### src/rtl/down_counter4b.sv
// down_counter4b: 4-bit synchronous down counter with parallel load,
// cascade borrow chain (Ci -> Bc) and a sticky underflow flag.
// Counts MAX..0 and wraps to MAX, where MAX is 15 (binary) or 9 (BCD).
// Build option: define DOWN_COUNTER4B_BCD_EN for BCD mode.
//   - MAX becomes 9.
//   - Load values above 9 are clamped to 9.
//   - Without the macro the counter is plain binary and every load value is accepted.
module down_counter4b (
    input  logic clk,
    input  logic rst_n,
    input  logic Ld,
    input  logic Da,
    input  logic Db,
    input  logic Dc,
    input  logic Dd,
    input  logic En,
    input  logic Ci,
    output logic Qa,
    output logic Qb,
    output logic Qc,
    output logic Qd,
    output logic Bc,
    output logic Uf
);

`ifdef DOWN_COUNTER4B_BCD_EN
    localparam logic [3:0] MAX = 4'd9;
`else
    localparam logic [3:0] MAX = 4'd15;
`endif

    logic [3:0] r_q;
    logic       r_uf;

    logic [3:0] w_d;
    logic [3:0] w_load_val;
    logic [3:0] w_dec_val;
    logic       w_zero;
    logic       w_dec;

    assign w_d    = {Dd, Dc, Db, Da};
    assign w_zero = (r_q == 4'd0);
    // The counter decrements only while enabled and the lower stage borrows.
    assign w_dec  = En & Ci;

    // Select the value a load writes; in BCD mode out-of-range digits saturate at 9.
    always_comb begin
        w_load_val = w_d;
`ifdef DOWN_COUNTER4B_BCD_EN
        if (w_d > MAX) begin
            w_load_val = MAX;
        end
`endif
    end

    // Select the next count on a decrement: step down, or wrap from 0 to MAX.
    always_comb begin
        w_dec_val = r_q - 4'd1;
        if (w_zero) begin
            w_dec_val = MAX;
        end
    end

    // Count and underflow state. Priority: reset, then load, then decrement, then hold.
    always_ff @(posedge clk or negedge rst_n) begin
        if (!rst_n) begin
            r_q  <= MAX;
            r_uf <= 1'b0;
        end else if (Ld) begin
            r_q  <= w_load_val;
            r_uf <= 1'b0;
        end else if (w_dec) begin
            r_q  <= w_dec_val;
            r_uf <= r_uf | w_zero;
        end
    end

    assign {Qd, Qc, Qb, Qa} = r_q;
    // Borrow-out is combinational so a cascaded stage sees it in the same cycle.
    assign Bc = w_zero & Ci;
    assign Uf = r_uf;

endmodule

### config.mk
export PLATFORM = sky130hd
export DESIGN_NAME = down_counter4b
export DESIGN_NICKNAME = d
export VERILOG_FILES = /design/src/rtl/down_counter4b.sv
export SDC_FILE = /design/constraint.sdc
export NUM_CORES = 1
export LEC_CHECK = 0
export ABC_AREA = 1
export ABC_CLOCK_PERIOD_IN_PS = 1940
export BUFFER_PORTS_ARGS = -buffer_cell sky130_fd_sc_hd__buf_2
export CAP_MARGIN = 0
export CORE_AREA = 3 3 40 42
export CTS_CLUSTER_DIAMETER = 150
export DETAILED_ROUTE_END_ITERATION = 12
export DIE_AREA = 0 0 43 45
export GPL_TIMING_DRIVEN = 1
export HOLD_SLACK_MARGIN = 0.03
export PLACE_DENSITY_LB_ADDON = 0.2
export SLEW_MARGIN = 10
export SYNTH_ARGS = -nofsm -noshare
export SYNTH_HDL_FRONTEND = slang
export SYNTH_SLANG_ARGS = --single-unit
### constraint.sdc
create_clock -name clk -period 1.94 [get_ports clk]
set_clock_uncertainty 0.05 [all_clocks]
set_input_delay 0.291 -clock clk [delete_from_list [all_inputs] [get_ports clk]]
set_output_delay 0.291 -clock clk [all_outputs]
set_load 0.01 [all_outputs]
; After elaboration in Yosys (flattened, before gate mapping)
; Cells that the tools add are included.
[word_totals]
reg_bits = 5
input_bits = 9
output_inout_bits = 6
[op_classes]
addsub = 1
n_mux = 5
bitwise = 3
reduce_logical = 2
[ops]
columns = op, n
row1 = 4-bit 2-to-1 mux, 3
row2 = 4-bit logical NOT, 1
row3 = 4-bit by 1-bit subtractor with 4-bit output (second input constant), 1
row4 = 1-bit bitwise AND, 2
row5 = 1-bit 2-to-1 mux, 2
row6 = 2-bit nonzero test, 1
row7 = 1-bit OR, 1

; Depth between registers and ports, before layout
[logic_depth]
word_depth = 4
ltp_mapped = 8

; Worst setup path before layout
; OpenSTA, ideal clock, no wires.
[synth_timing]
path_type = flip-flop to output port
from = reg r_q[0]
to = out Bc
arrival_time_ps = 1022
t_required_ps = 1599
path_slack_ps = 577
path_stages_with_launch = 5
path_cell_list = dfstp_2 -> inv_1 -> ha_1 -> nand3_1 -> nor2_1
[synth_via]
elab_chain_len = 2
[synth_lines]
columns = element, line
row1 = "start, declared", 32  ; logic [3:0] r_q;
row2 = "start signal, assigned", 70  ; r_q <= w_load_val;
row3 = "start signal, assigned", 73  ; r_q <= w_dec_val;
row4 = 4-bit logical NOT, 42  ; assign w_zero = (r_q == 4'd0);
row5 = 1-bit bitwise AND, 80  ; assign Bc = w_zero & Ci;
row6 = "end, declared", 22  ; output logic Bc,
; No other way between the ends.

; Worst setup path in the final report
; Same ends and word-level chain as after synthesis.

==> impl_metrics.ini <==
[global_routing]
grt_max_degree = 9
overflow = 0
antenna_found_initial = 0
grt_pass1_vias = 334
track_usage_pct = 9.205
grt_pass1_wl_um = 1283

[sta]
tightest_slew_ps = 171.8
setup_viol = 0
maxSlewViolCount = 0
maxSlewHeadroom_pct = 88.53
hold_ws_ps = 225.6
period_share_pct = 88.32
finalHoldViolations = 0
clock.fmax_mhz = 583.6
layout_min_cycle_time_ps = 1713
rsz0062_at_grt = no
fin_tns_setup_ps = 0

[worst_hold_path]
hold_path.class = primary input to flop
hold_start = Dc
hold_depth = 3
hold_end = r_q[2]

[final_layout]
final_cells = 77
nets = 73
finalInstanceArea_um2 = 452.9
fillerInstances = 148
drive_gt1_share_pct = 45.16
antenna_cells = 0
fin_util_pct = 35.25
area_growth_pct = 38.17

[synth]
yosysSeqAreaShare_pct = 39.69
syn-cell-area_um2 = 327.8
syn-num-nets = 53
syn_avg_cell_area_um2 = 7.624
synthCells = 43
ys_warn_count = 0
ys_ff_latch = 5
synth.distinct_cells = 15

[floorplan]
initial_core_util_pct = 25.51
die_h_um = 45
fp.dieW_um = 43
pin_count = 15
fp.dieArea_um2 = 1935
core_area_um2 = 1285
num_rows = 13

[place]
io_buffers = 14
place_area_um2 = 416.7
dp_cells = 72
place_congestion = 0.6901
dp_hpwl_um = 613.6

[critical_path]
critPathRequiredTime_ps = 1600
crit_arrival_ps = 1370
ff2ff_setup_slack_ps = 610
reg2reg_to = r_q[3]
r2r_start = r_q[0]
cp_max_fo = 4
crit_type = flop to output port
r2r_cells = 8
start_kind = flop
crit_path_end_kind = output port

[power]
ir_drop_mv = 0.2548
leakage_uw = 0.0002553
p_per_area_nw_per_um2 = 775.2

[detailed_routing]
viasPerCell = 4.299
first_pass_iters = 4
route.detailed.drc = 0
wire_per_inst_um = 9.117
initialDrtViolationCount = 6
finalWirelength_um = 702
num_vias = 331
ant_nets = 0

[clocking]
post_cts.repair.setup_buffers = 0
cts_buffer_depth = 2
clk_latency_ps = 240
clkSlewWorstSetupHoldPaths_ps = 40
root_buffer = clkbuf_4
cts_tree = built
cts_made_buffers = 3
cts_resized = 0
h-tree-depth = 1
hold_buffers = 1
clock-sinks = 5

[outcome]
status = finished clean

[flow_run]
cap_violations = 0
==> worst max path at each step <==
stage	start	endpoint	slack, ps	cells after the start
2_1_floorplan	r_q[0]	Bc	580	4
3_3_place_gp	r_q[0]	Bc	500	5
3_5_place_dp	r_q[0]	Bc	470	5
4_1_cts	r_q[0]	Bc	210	5
5_1_grt	r_q[0]	Bc	100	5
6_report	r_q[0]	Bc	230	5
==> Yosys cell counts (all sizes together) <==
cell    count  area, um^2
ha          1       12.51
nand2      16       72.57
dfrtp       1       25.02
o21ai       3       18.76
inv         9       33.78
nor2        2       7.510
nand3       4       20.02
dfstp       4       105.1
o211ai      3       32.53
==> critical path, stage by stage (launching register included) <==
cell     delay (ps)
dfstp_2         550
inv_1            70
ha_1            230
nand3_1         110
nor2_1           40
buf_2           130
==> power breakdown <==
part	total [uW]	internal [uW]	leakage (uW)	switching, uW
Sequential	137	127	0.0000559	10.3
Clock	118	77.6	0.0000150	40.4
Combinational	96.2	40.6	0.000184	55.6
Total	351	245	0.000255	106
==> routing by layer <==
metal,up-vias,track usage (%),share of wire [%]
li1,176,-,-
met5,-,0,0
met4,0,9.036,1.7
met3,2,3.187,7.3
met1,146,10.27,46
met2,7,13.47,45
==> placed cells by master (no fill, tap or decap), drive strengths merged, types with 2 or more instances in the layout <==
master and instances:
clkbuf 4, dfstp 4, o21ai 3, nand2 16
inv 9, buf 14, nor2 2, nand3 4
o211ai 3
==> through the flow <==
stage               worst slack [ps]  power, uW
floorplan                      577.3      199.6
global placement               498.3      235.4
detailed placement             472.8      234.7
CTS                            207.6      361.6
global route                   103.4      384.6
finish                         226.5      351.1
==> registers in the layout, summed over array words and instances (netlist names) <==
signal and count:
r_q 4, Uf 1
==> logic make-up after synthesis <==
kind of cell             after synthesis  share of synthesized area [%]
AO/OA/AOI/OAI                          6                          15.65
adder cells (fa/ha/maj)                1                          3.816
buffers and inverters                  9                          10.30
flip-flops                             5                          39.69
AND/OR/NAND/NOR                       22                          30.54
==> final cells by class <==
cell class	instances	area, um^2	share of cell area [%]
tap	15	18.77	4.144
timing repair buffer	15	80.08	17.68
sequential	5	130.1	28.73
inverter	9	33.78	7.459
clock buffer	4	26.28	5.801
multi-input combinational	29	163.9	36.19
Note: power is estimated with default switching activity, not from simulation.
